<file path="src/rtl/axi_test_reg_csr.sv">
// rtl/axi_test_reg_csr.sv - AXI4-Lite register block for the axi_test_reg map
// REGISTER_0/1 are RW field flops, REGISTER_2 reflects hardware status inputs.

package axi_test_reg_rtl_pkg;
  localparam int unsigned ADDR_WIDTH = 8;
  localparam int unsigned DATA_WIDTH = 32;

  localparam logic [7:0] REGISTER_0_ADDR = 8'h00;
  localparam logic [7:0] REGISTER_1_ADDR = 8'h04;
  localparam logic [7:0] REGISTER_2_ADDR = 8'h08;

  localparam logic [5:0] REGISTER_0_IDX = REGISTER_0_ADDR[7:2];
  localparam logic [5:0] REGISTER_1_IDX = REGISTER_1_ADDR[7:2];
  localparam logic [5:0] REGISTER_2_IDX = REGISTER_2_ADDR[7:2];

  localparam int unsigned REGISTER_0_WIDTH = 17;
  localparam logic [31:0] REGISTER_0_MASK = 32'h0001_FFFF;
  localparam logic [31:0] REGISTER_1_MASK = 32'h0000_0001;
  localparam logic [31:0] REGISTER_2_MASK = 32'h000F_FF0F;

  localparam int unsigned REG0_F0_OFFSET = 0;
  localparam int unsigned REG0_F0_WIDTH  = 4;
  localparam int unsigned REG0_F1_OFFSET = 4;
  localparam int unsigned REG0_F1_WIDTH  = 4;
  localparam int unsigned REG0_F2_OFFSET = 8;
  localparam int unsigned REG0_F3_OFFSET = 9;
  localparam int unsigned REG0_F3_WIDTH  = 2;
  localparam int unsigned REG0_F4_OFFSET = 11;
  localparam int unsigned REG0_F4_WIDTH  = 2;
  localparam int unsigned REG0_F5_OFFSET = 13;
  localparam int unsigned REG0_F5_WIDTH  = 2;
  localparam int unsigned REG0_F6_OFFSET = 15;
  localparam int unsigned REG0_F6_WIDTH  = 2;

  localparam int unsigned REG2_F0_OFFSET = 0;
  localparam int unsigned REG2_F0_WIDTH  = 4;
  localparam int unsigned REG2_F1_OFFSET = 8;
  localparam int unsigned REG2_F1_WIDTH  = 8;
  localparam int unsigned REG2_F2_OFFSET = 16;
  localparam int unsigned REG2_F2_WIDTH  = 4;

  localparam logic [1:0] RESP_OKAY   = 2'b00;
  localparam logic [1:0] RESP_SLVERR = 2'b10;
endpackage

module axi_test_reg_csr
  import axi_test_reg_rtl_pkg::*;
#(
  parameter int ADDR_W = 8,
  parameter int DATA_W = 32
) (
  input  logic              i_clk,
  input  logic              i_rst,
  input  logic              s_awvalid,
  output logic              s_awready,
  input  logic [ADDR_W-1:0] s_awaddr,
  input  logic              s_wvalid,
  output logic              s_wready,
  input  logic [DATA_W-1:0] s_wdata,
  input  logic [3:0]        s_wstrb,
  output logic              s_bvalid,
  input  logic              s_bready,
  output logic [1:0]        s_bresp,
  input  logic              s_arvalid,
  output logic              s_arready,
  input  logic [ADDR_W-1:0] s_araddr,
  output logic              s_rvalid,
  input  logic              s_rready,
  output logic [DATA_W-1:0] s_rdata,
  output logic [1:0]        s_rresp,
  output logic [3:0]        o_reg0_f0,
  output logic [3:0]        o_reg0_f1,
  output logic              o_reg0_f2,
  output logic [1:0]        o_reg0_f3,
  output logic [1:0]        o_reg0_f4,
  output logic [1:0]        o_reg0_f5,
  output logic [1:0]        o_reg0_f6,
  output logic              o_reg1,
  input  logic [3:0]        i_reg2_f0,
  input  logic [7:0]        i_reg2_f1,
  input  logic [3:0]        i_reg2_f2
);

  typedef enum logic {W_IDLE, W_RESP} w_state_t;
  typedef enum logic {R_IDLE, R_DATA} r_state_t;

  w_state_t w_state, w_state_nxt;
  r_state_t r_state, r_state_nxt;

  logic                        wr_accept;
  logic                        rd_accept;
  logic [5:0]                  wr_idx;
  logic [5:0]                  rd_idx;
  logic                        wr_hit0;
  logic                        wr_hit1;
  logic                        wr_err;
  logic [DATA_W-1:0]           wmask;
  logic [REGISTER_0_WIDTH-1:0] reg0_q;
  logic [REGISTER_0_WIDTH-1:0] reg0_nxt;
  logic                        reg1_q;
  logic [DATA_W-1:0]           rd_word;
  logic [1:0]                  rd_resp;
  logic                        unused_bits;

  // Only addr[7:2] and the low 17 data bits carry meaning.
  assign unused_bits = ^{s_awaddr, s_araddr, s_wdata, wmask};

  // ---------------- write channel ----------------
  always_ff @(posedge i_clk or posedge i_rst) begin
    if (i_rst) w_state <= W_IDLE;
    else       w_state <= w_state_nxt;
  end

  always_comb begin
    w_state_nxt = w_state;
    wr_accept   = 1'b0;
    case (w_state)
      W_IDLE: begin
        if (s_awvalid && s_wvalid) begin
          wr_accept   = 1'b1;
          w_state_nxt = W_RESP;
        end
      end
      W_RESP: begin
        if (s_bready) w_state_nxt = W_IDLE;
      end
      default: w_state_nxt = W_IDLE;
    endcase
  end

  assign s_awready = wr_accept;
  assign s_wready  = wr_accept;
  assign s_bvalid  = (w_state == W_RESP);

  assign wr_idx  = s_awaddr[7:2];
  assign wr_hit0 = (wr_idx == REGISTER_0_IDX);
  assign wr_hit1 = (wr_idx == REGISTER_1_IDX);
  assign wr_err  = !(wr_hit0 || wr_hit1);

  always_comb begin
    wmask = '0;
    for (int b = 0; b < 4; b++) begin
      wmask[b*8 +: 8] = {8{s_wstrb[b]}};
    end
  end

  // Bit 15 and bit 16 of field 6 follow different strobe lanes naturally here.
  assign reg0_nxt = (reg0_q & ~wmask[REGISTER_0_WIDTH-1:0]) |
                    (s_wdata[REGISTER_0_WIDTH-1:0] & wmask[REGISTER_0_WIDTH-1:0]);

  always_ff @(posedge i_clk or posedge i_rst) begin
    if (i_rst) begin
      reg0_q  <= '0;
      reg1_q  <= 1'b0;
      s_bresp <= RESP_OKAY;
    end else if (wr_accept) begin
      s_bresp <= wr_err ? RESP_SLVERR : RESP_OKAY;
      if (wr_hit0) reg0_q <= reg0_nxt;
      if (wr_hit1 && s_wstrb[0]) reg1_q <= s_wdata[0];
    end
  end

  // ---------------- read channel ----------------
  always_ff @(posedge i_clk or posedge i_rst) begin
    if (i_rst) r_state <= R_IDLE;
    else       r_state <= r_state_nxt;
  end

  always_comb begin
    r_state_nxt = r_state;
    rd_accept   = 1'b0;
    case (r_state)
      R_IDLE: begin
        if (s_arvalid) begin
          rd_accept   = 1'b1;
          r_state_nxt = R_DATA;
        end
      end
      R_DATA: begin
        if (s_rready) r_state_nxt = R_IDLE;
      end
      default: r_state_nxt = R_IDLE;
    endcase
  end

  assign s_arready = rd_accept;
  assign s_rvalid  = (r_state == R_DATA);
  assign rd_idx    = s_araddr[7:2];

  always_comb begin
    rd_word = '0;
    rd_resp = RESP_OKAY;
    case (rd_idx)
      REGISTER_0_IDX: rd_word[REGISTER_0_WIDTH-1:0] = reg0_q;
      REGISTER_1_IDX: rd_word[0] = reg1_q;
      REGISTER_2_IDX: begin
        rd_word[REG2_F0_OFFSET +: REG2_F0_WIDTH] = i_reg2_f0;
        rd_word[REG2_F1_OFFSET +: REG2_F1_WIDTH] = i_reg2_f1;
        rd_word[REG2_F2_OFFSET +: REG2_F2_WIDTH] = i_reg2_f2;
      end
      default: rd_resp = RESP_SLVERR;
    endcase
  end

  // Sampled at the accept edge, so a same-cycle write is not yet visible.
  always_ff @(posedge i_clk or posedge i_rst) begin
    if (i_rst) begin
      s_rdata <= '0;
      s_rresp <= RESP_OKAY;
    end else if (rd_accept) begin
      s_rdata <= rd_word;
      s_rresp <= rd_resp;
    end
  end

  // ---------------- field outputs ----------------
  assign o_reg0_f0 = reg0_q[REG0_F0_OFFSET +: REG0_F0_WIDTH];
  assign o_reg0_f1 = reg0_q[REG0_F1_OFFSET +: REG0_F1_WIDTH];
  assign o_reg0_f2 = reg0_q[REG0_F2_OFFSET];
  assign o_reg0_f3 = reg0_q[REG0_F3_OFFSET +: REG0_F3_WIDTH];
  assign o_reg0_f4 = reg0_q[REG0_F4_OFFSET +: REG0_F4_WIDTH];
  assign o_reg0_f5 = reg0_q[REG0_F5_OFFSET +: REG0_F5_WIDTH];
  assign o_reg0_f6 = reg0_q[REG0_F6_OFFSET +: REG0_F6_WIDTH];
  assign o_reg1    = reg1_q;

endmodule

</file>
<file path="config.mk">
export PLATFORM = sky130hd
export DESIGN_NAME = axi_test_reg_csr
export DESIGN_NICKNAME = d
export VERILOG_FILES = /design/src/rtl/axi_test_reg_csr.sv
export SDC_FILE = /design/constraint.sdc
export NUM_CORES = 1
export LEC_CHECK = 0
export ABC_AREA = 0
export CAP_MARGIN = 10
export CORE_MARGIN = 2
export CORE_UTILIZATION = 35
export DETAILED_ROUTE_END_ITERATION = 7
export GPL_ROUTABILITY_DRIVEN = 1
export PLACE_DENSITY = 0.79
export SLEW_MARGIN = 20
export SYNTH_ARGS = -nofsm -noshare
export SYNTH_HDL_FRONTEND = slang
export SYNTH_SLANG_ARGS = --single-unit
</file>
<file path="constraint.sdc">
create_clock -name i_clk -period 1.8 [get_ports i_clk]
set_input_delay 0.36 -clock i_clk [delete_from_list [all_inputs] [get_ports i_clk]]
set_output_delay 0.36 -clock i_clk [all_outputs]
set_load 0.03 [all_outputs]
</file>
==> impl_metrics.csv, run 1 <==
group,metric,value,unit
sta,hold_viol_final,0,
placed_design,io_buffers,99,
cts,ctsResizeCount,0,
setup_path,crit_path_end_kind,"output pin",
sta,period_share,96.1,%
cts,post_cts_buffers,0,
finish,num_antenna_cells,0,
sta,setup-violations-final,0,
global_route,grt.total_usage,15.7,%
finish,utilization,58.7,%
synth,synthCells,170,
sta,rsz0062_at_grt,"false",
synth,async_reset_ff_share,100,%
placed_design,gp_congestion,0.724,
cts,clock_sinks,42,
setup_path,reg2regPathDepth,4,
sta,clock_skew,6.57,ps
routing,drt-wirelength-per-cell,13.6,µm
finish,area_growth,62.8,%
cts,cts_tree,"done",
setup_path,worstPathMaxFanout,3,
synth,netlist.area_leader.share,53.3,%
synth,yosys.area.top_type,"dfrtp_1",
floorplanning,ioPinCount,134,
min_path,hold_path_class,"primary input to async pin",
sta,max_freq,578,MHz
synth,synth_common_cells,"42 x dfrtp_1, 30 x nand2_1, 18 x mux2_2",
setup_path,cp_slowest_stage_delay,690,ps
global_route,grt_pass1_vias,1596,
global_route,antenna_found_initial,0,
setup_path,critical_path_buf_inv_count,1,
global_route,grt_pass1_wl,7620,µm
cts,worstSkewPairLatency,290,ps
routing,drt-initial-drc-count,70,
setup_path,path_class,"flop to output pin",
setup_path,path_cells,"clkdlybuf4s50_1",
floorplanning,dieArea,6250,µm²
synth,synth_most_common_cell,"dfrtp_1",
cts,ctsRootBufferMaster,"clkbuf_8",
status,status,"completed",
sta,setup_tns,0,ps
routing,drt_pass1_iterations,4,
setup_path,timing.rr.start,"s_bvalid",
global_route,grt_remaining_overflow,0,
floorplanning,coreArea,5470,µm²
setup_path,cp.required,1440,ps
floorplanning,die_h,79.1,µm
cts,clockBufferDepth,2,
setup_path,path_delay_family,"buffers and inverters",
finish,layout-drive-gt1-share,16.9,%
cts,cts_made_buffers,5,
floorplanning,row_count,27,
floorplanning,die_width,79.1,µm
synth,synthTopCellsByArea,"dfrtp_1 53%, mux2_2 10%, mux2i_1 6.6%",
routing,ant_nets,0,
global_route,grt_max_degree,43,
cts,cts_max_level,2,
power,ir_worst_vdd,0.000391,V
setup_path,crit_slowest_cell,"clkdlybuf4s50_1",
routing,drt_drc_violations_left,0,
routing,vias,1598,
synth,synth.avg_cell_area,11.6,µm²
routing,routed_via_density,4.57,
synth,yosys.cell_types.count,24,
sta,finalMaxSlewViolations,0,
setup_path,regToRegSetupSlack,280,ps
sta,setup_ws,70.8,ps
setup_path,cp.arrival,1370,ps
synth,synth-edff-count,0,
power,power_density,723,nW/µm²
setup_path,startpoint_type,"flop",
cts,clk_pin_slew,80,ps
placed_design,hpwlAfterDp,3650,µm
synth,netlist_area,1970,µm²
finish,nFillCells,473,
cts,ctsHoldBuffers,0,
floorplanning,start_util,36.1,%
sta,period_needed,1730,ps
power,leakage,0.00144,µW
flow_run,maxCapViolCount,0,
synth,synth-seq-area-share,53.3,%
synth,ys_ff_latch,42,
finish,fin_nets,352,
placed_design,pre_cts_ws,-195,ps
synth,yosysWarnings,0,
synth,synth_flop_cell,"dfrtp_1",
routing,routed_wl,4770,µm
-- cell families (layout without fill, tap and decap cells) --
family | count (synthesis) | after routing | share of synthesized area [%]
compound gates | 25 | 25 | 8.75
buf+inv | 28 | 123 | 8.31
simple gates | 43 | 43 | 12.6
other cells | 1 | 14 | 0.190
flops | 42 | 42 | 53.3
mux | 31 | 31 | 16.9
-- worst max path at each step --
stage / end / start / cells past startpoint / slack [ps]
2_1_floorplan: s_rdata[4] / s_rvalid / 6 / 70
3_3_place_gp: flop / s_awaddr[5] / 5 / -130
3_5_place_dp: flop / s_awaddr[5] / 5 / -190
4_1_cts: o_reg0_f5[1] / flop / 1 / 60
5_1_grt: o_reg0_f5[1] / flop / 1 / 5
6_report: o_reg0_f0[0] / flop / 1 / 70
-- metrics by stage --
step                      hold WS, ps  power, µW  area, µm²  std cells
after detailed placement          465       1460       3070        342
after global routing              417       2430       3210        350
after floorplan                   467       1240       2020        183
after CTS                         417       2350       3210        350
final                             400       2320       3210        350
after global placement            460       1450       3070        342
-- layout by cell type, fill, tap and decap left out, drive strengths merged, types with 3 or more instances in the layout --
master and instances:
clkbuf 5, o31ai 16, clkdlybuf4s50 96, nand2 30, buf 15, conb 14
inv 4, o21ai 5, nand4b 3, mux2i 13, dfrtp 42, mux2 18
-- area by class of cell --
| cell class | instances | area [µm²] | share of cell area [%] |
|---|---|---|---|
| clock buffer | 5 | 68.8 | 2.14 |
| clock inverter | 3 | 68.8 | 2.14 |
| inverter | 4 | 15.0 | 0.467 |
| multi-input combinational | 113 | 807 | 25.1 |
| sequential | 42 | 1050 | 32.7 |
| tap | 72 | 90.1 | 2.80 |
| timing repair buffer | 111 | 1110 | 34.6 |
-- per-layer routing --
| metal | track usage (%) | vias up | share of wire, % |
|---|---|---|---|
| li1 | - | 777 | - |
| met1 | 18.9 | 752 | 41 |
| met2 | 27.2 | 62 | 51 |
| met3 | 4.09 | 7 | 5.9 |
| met4 | 5.00 | 0 | 1.8 |
| met5 | 0 | - | 0 |
-- where the power goes --
group          leakage [µW]  internal [µW]  switching, µW
registers          0.000571            970           19.9
logic              0.000802            218            228
clock network     0.0000683            556            331
Note: power is estimated with default switching activity, not from simulation.
==> run 2, diff against run 1 <==
- MAX_ROUTING_LAYER: unset -> met4
==> run 2 against run 1 <==
Net effect:
- via count decreased by 0.25%
- clock-buffer cell count unchanged
- first-iteration DRC count increased by 2.9%
- critical path type unchanged
- largest cell class unchanged
==> impl_metrics.csv, run 2 (synthesized netlist as in run 1, its figures left out) <==
group,metric,value,unit
status,status,"completed",
setup_path,path_class,"flop to output pin",
global_route,grt_remaining_overflow,0,
global_route,grt_pass1_wl,7620,µm
power,p_clk_share,38.2,%
setup_path,regToRegSetupSlack,290,ps
sta,period_share,96.1,%
floorplanning,dieArea,6250,µm²
finish,layout_commonest_cell,"clkdlybuf4s50_1",
finish,final_cell_mix,"96 x clkdlybuf4s50_1, 42 x dfrtp_1, 30 x nand2_1",
sta,hold_viol_final,0,
cts,clk_pin_slew,90,ps
routing,drt_pass1_iterations,4,
cts,cts_made_buffers,5,
routing,vias,1594,
setup_path,cp_slowest_stage_delay,690,ps
global_route,grt.total_usage,16.1,%
routing,ant_nets,0,
routing,routed_wl,4770,µm
setup_path,critical_path_buf_inv_count,1,
cts,clock_sinks,42,
power,leakage,0.00144,µW
finish,layout-drive-gt1-share,16.9,%
global_route,antenna_found_initial,0,
setup_path,cp.required,1440,ps
sta,clock_skew,7.11,ps
flow_run,maxCapViolCount,0,
floorplanning,ioPinCount,134,
cts,ctsResizeCount,0,
floorplanning,coreArea,5470,µm²
sta,period_needed,1730,ps
placed_design,gp_congestion,0.732,
finish,utilization,58.7,%
cts,clockBufferDepth,2,
global_route,grt_max_degree,43,
setup_path,worstPathMaxFanout,3,
routing,routed_via_density,4.55,
placed_design,post_dp_cell_area,3070,µm²
sta,finalMaxSlewViolations,0,
floorplanning,start_util,36.1,%
floorplanning,row_count,27,
finish,fin_nets,352,
setup_path,crit_path_end_kind,"output pin",
power,ir_worst_vdd,0.000390,V
setup_path,startpoint_type,"flop",
power,p_int,1740,µW
power,switching_share,24.9,%
setup_path,timing.rr.start,"s_bvalid",
setup_path,crit_slowest_cell,"clkdlybuf4s50_1",
cts,cts_tree,"done",
routing,drt_drc_violations_left,0,
routing,drt-wirelength-per-cell,13.6,µm
power,power_density,723,nW/µm²
sta,rsz0062_at_grt,"false",
cts,ctsHoldBuffers,0,
power,p_sw,579,µW
setup_path,path_cells,"clkdlybuf4s50_1",
cts,worstSkewPairLatency,290,ps
setup_path,reg2regPathDepth,4,
routing,drt-initial-drc-count,72,
min_path,hold_path_class,"primary input to async pin",
cts,ctsRootBufferMaster,"clkbuf_8",
finish,multi_input_area,807,µm²
setup_path,path_delay_family,"buffers and inverters",
placed_design,io_buffers,99,
finish,num_antenna_cells,0,
finish,nFillCells,473,
floorplanning,die_width,79.1,µm
placed_design,hpwlAfterDp,3650,µm
finish,area_growth,62.8,%
finish,seqCellArea,1050,µm²
sta,max_freq,578,MHz
global_route,grt_pass1_vias,1592,
sta,setup-violations-final,0,
cts,post_cts_buffers,0,
cts,cts_max_level,2,
sta,holdWs,400,ps
floorplanning,die_h,79.1,µm
power,pwr-share-seq,42.6,%
finish,final_area,3210,µm²
power,p_comb_share,19.2,%
setup_path,cp.arrival,1370,ps
-- run 2: layout make-up --
type                    count  share of cell area, %
flip-flops and latches     42                   32.7
well taps                  72                   2.80
clock buffers               5                   2.14
clock inverters             3                   2.14
multi-input cells         113                   25.1
inverters                   4                  0.467
repair buffers            111                   34.6
-- run 2: how the worst max path moves through the flow --
stage                         to  slack, ps  depth (start not counted)
floorplan             s_rdata[4]         70                          6
global placement            flop       -130                          5
detailed placement          flop       -190                          5
CTS                 o_reg0_f5[1]         60                          1
global route        o_reg0_f5[1]          5                          1
finish              o_reg0_f0[0]         70                          1
-- run 2: power by group through the flow --
stage | clock [µW] | combinational [µW] | sequential, µW
2_1_floorplan | 0 | 181 | 1060
3_3_place_gp | 0 | 446 | 1010
3_5_place_dp | 0 | 452 | 1010
4_1_cts | 905 | 452 | 990
5_1_grt | 957 | 479 | 995
6_report | 887 | 447 | 990
-- run 2: per-stage QoR --
stage	power, µW	setup TNS (ps)	setup WS, ps	std cells
final	2320	0	70.7	350
after global routing	2430	0	5.45	350
after CTS	2350	0	56.6	350
after detailed placement	1460	-2550	-195	342
after global placement	1450	-1850	-130	342
after floorplan	1240	0	74.9	183
-- run 2: metal layers --
| metal | global-route usage (%) | up-vias | routed length (µm) |
|---|---|---|---|
| met2 | 27.2 | 62 | 2450 |
| met1 | 19.2 | 748 | 1980 |
| met3 | 3.75 | 7 | 261 |
| met5 | - | - | 0 |
| met4 | 5.00 | 0 | 78 |
| li1 | - | 777 | - |
==> run 3, diff against run 2 <==
- ABC_AREA: 0 -> 1
- CORE_UTILIZATION: 35 -> 37
- PLACE_DENSITY: 0.79 -> 0.8
==> run 3 against run 2 <==
Net effect:
- sequential share of layout area down 0.98 points
- register-to-register slack better by 310 ps
- power down 9.4%
- largest power group unchanged
==> impl_metrics.csv, run 3 <==
group,metric,value,unit
global_route,grt_pass1_wl,8820,µm
routing,drt_pass1_iterations,4,
synth,synthCells,278,
setup_path,path_delay_family,"buffers and inverters",
global_route,met1_usage,22.5,%
synth,synth-edff-count,0,
routing,vias,2011,
synth,yosysWarnings,0,
global_route,grt_remaining_overflow,0,
setup_path,path_cells,"clkdlybuf4s50_1",
min_path,hold_path_class,"primary input to async pin",
synth,synth_common_cells,"116 x nand2_1, 42 x dfrtp_1, 32 x inv_1",
finish,num_antenna_cells,0,
sta,setup_tns,0,ps
routing,drt-wirelength-per-cell,12.0,µm
finish,final_cell_mix,"116 x nand2_1, 95 x clkdlybuf4s50_1, 42 x dfrtp_1",
sta,setup_ws,60.2,ps
sta,period_share,96.7,%
finish,layout-drive-gt1-share,10.2,%
synth,netlist.area_leader.share,48.2,%
finish,seqCellArea,1050,µm²
synth,netlist_area,2180,µm²
cts,cts_tree,"done",
finish,nFillCells,526,
floorplanning,die_width,80.8,µm
cts,clk_pin_slew,80,ps
sta,hold_viol_final,0,
routing,routed_wl,5480,µm
setup_path,regToRegSetupSlack,600,ps
global_route,grt.busiest_layer,"met2",
setup_path,cp.required,1440,ps
global_route,grt_use_met2,29.1,%
cts,clock_sinks,42,
power,power_density,636,nW/µm²
finish,area_growth,51.9,%
cts,clockBufferDepth,2,
setup_path,crit_slowest_cell,"clkdlybuf4s50_1",
finish,final_area,3310,µm²
finish,fin_nets,458,
floorplanning,start_util,38.9,%
sta,rsz0062_at_grt,"false",
setup_path,crit_path_end_kind,"output pin",
synth,yosys.cell_types.count,20,
placed_design,io_buffers,99,
synth,synth_most_common_cell,"nand2_1",
setup_path,worstPathMaxFanout,3,
synth,ys_ff_latch,42,
placed_design,pre_cts_ws,59.7,ps
synth,yosys.area.top_type,"dfrtp_1",
global_route,grt_pass1_vias,1946,
cts,cts_made_buffers,5,
routing,drt-initial-drc-count,103,
floorplanning,ioPinCount,134,
power,power,2100,µW
synth,synth-seq-area-share,48.2,%
global_route,grt_max_degree,43,
status,status,"completed",
global_route,grt_util_met3,4.22,%
cts,cts_max_level,2,
setup_path,path_class,"flop to output pin",
routing,drt_drc_violations_left,0,
sta,finalMaxSlewViolations,0,
floorplanning,coreArea,5610,µm²
cts,worstSkewPairLatency,290,ps
placed_design,post_dp_cell_area,3220,µm²
floorplanning,die_h,80.8,µm
power,ir_worst_vdd,0.000324,V
sta,setup-violations-final,0,
synth,synthTopCellsByArea,"dfrtp_1 48%, nand2_1 20%, buf_4 5.5%",
power,leakage,0.00164,µW
synth,synth_flop_cell,"dfrtp_1",
cts,post_cts_buffers,0,
sta,period_needed,1740,ps
placed_design,gp_congestion,0.835,
finish,multi_input_area,900,µm²
setup_path,startpoint_type,"flop",
setup_path,cp.arrival,1380,ps
setup_path,critical_path_buf_inv_count,1,
synth,async_reset_ff_share,100,%
flow_run,maxCapViolCount,0,
global_route,antenna_found_initial,0,
floorplanning,row_count,27,
synth,synth.avg_cell_area,7.84,µm²
global_route,grt.total_usage,17.9,%
routing,routed_via_density,4.41,
sta,max_freq,575,MHz
cts,ctsRootBufferMaster,"clkbuf_8",
finish,layout_commonest_cell,"nand2_1",
routing,ant_nets,0,
floorplanning,dieArea,6520,µm²
placed_design,hpwlAfterDp,4290,µm
setup_path,cp_slowest_stage_delay,690,ps
sta,clock_skew,5.54,ps
sta,holdWs,399,ps
-- run 3: cell types whose count changed after synthesis, moves of 4 or more --
cell	previous run	this run
nand2_1	30	116
inv_1	4	32
mux2_2	18	0
o31ai_1	16	0
mux2i_1	13	0
nand3_1	0	12
o21a_1	0	9
nor2_1	2	8
nor2_4	0	6
nand4_1	1	6
clkbuf_1	7	3
inv_2	0	4
nand3_2	0	4
nor2_2	0	4
-- run 3: kinds of logic (layout without fill, tap and decap cells) --
kind of cell           after synthesis  count (layout)  share of synthesized area, %
DFF                                 42              42                          48.2
AOI/OAI and AO/OA                   19              19                          5.51
and+or+nand+nor                    160             160                          33.4
buffers and inverters               56             149                          12.7
other                                1              14                         0.172
-- run 3: metal layers --
metal | wire length (µm) | part of all wire [%]
met5 | 0 | 0
met2 | 2600 | 47
met3 | 348 | 6.4
met1 | 2430 | 44
met4 | 100 | 1.8
-- run 3: power by group --
group | switching [µW] | total (µW) | internal [µW]
logic | 272 | 486 | 214
registers | 24.3 | 1000 | 977
clock network | 308 | 618 | 310
-- run 3: cell type report --
type / instances / share of cell area, %
clock buffer: 7 / 2.61
clock inverter: 1 / 0.151
inverter: 36 / 4.08
multi-input combinational: 193 / 27.2
sequential: 42 / 31.7
tap: 72 / 2.72
timing repair buffer: 105 / 31.5
-- run 3: final timing paths --
kind,startpoint,to,cells past startpoint
setup / recovery,flop,o_reg0_f0[3],1
hold / removal,i_rst,async pin,3
setup reg to reg,s_bvalid,flop,6
max in group asynchronous,i_rst,s_rdata[6],3
min in group i_clk,s_rdata[1],s_rdata[1],2
hold reg to reg,s_rdata[1],s_rdata[1],2
-- run 3: through the flow --
stage / cells / util [%]
5_1_grt: 456 / 59.0
3_5_place_dp: 448 / 57.4
6_report: 456 / 59.0
2_1_floorplan: 291 / -
3_3_place_gp: 448 / 57.4
4_1_cts: 456 / 59.0
-- run 3: what timing repair did --
action,in CTS,in global routing
resized for setup,0,1
hold buffers,0,0
endpoints found under the setup margin,0,1
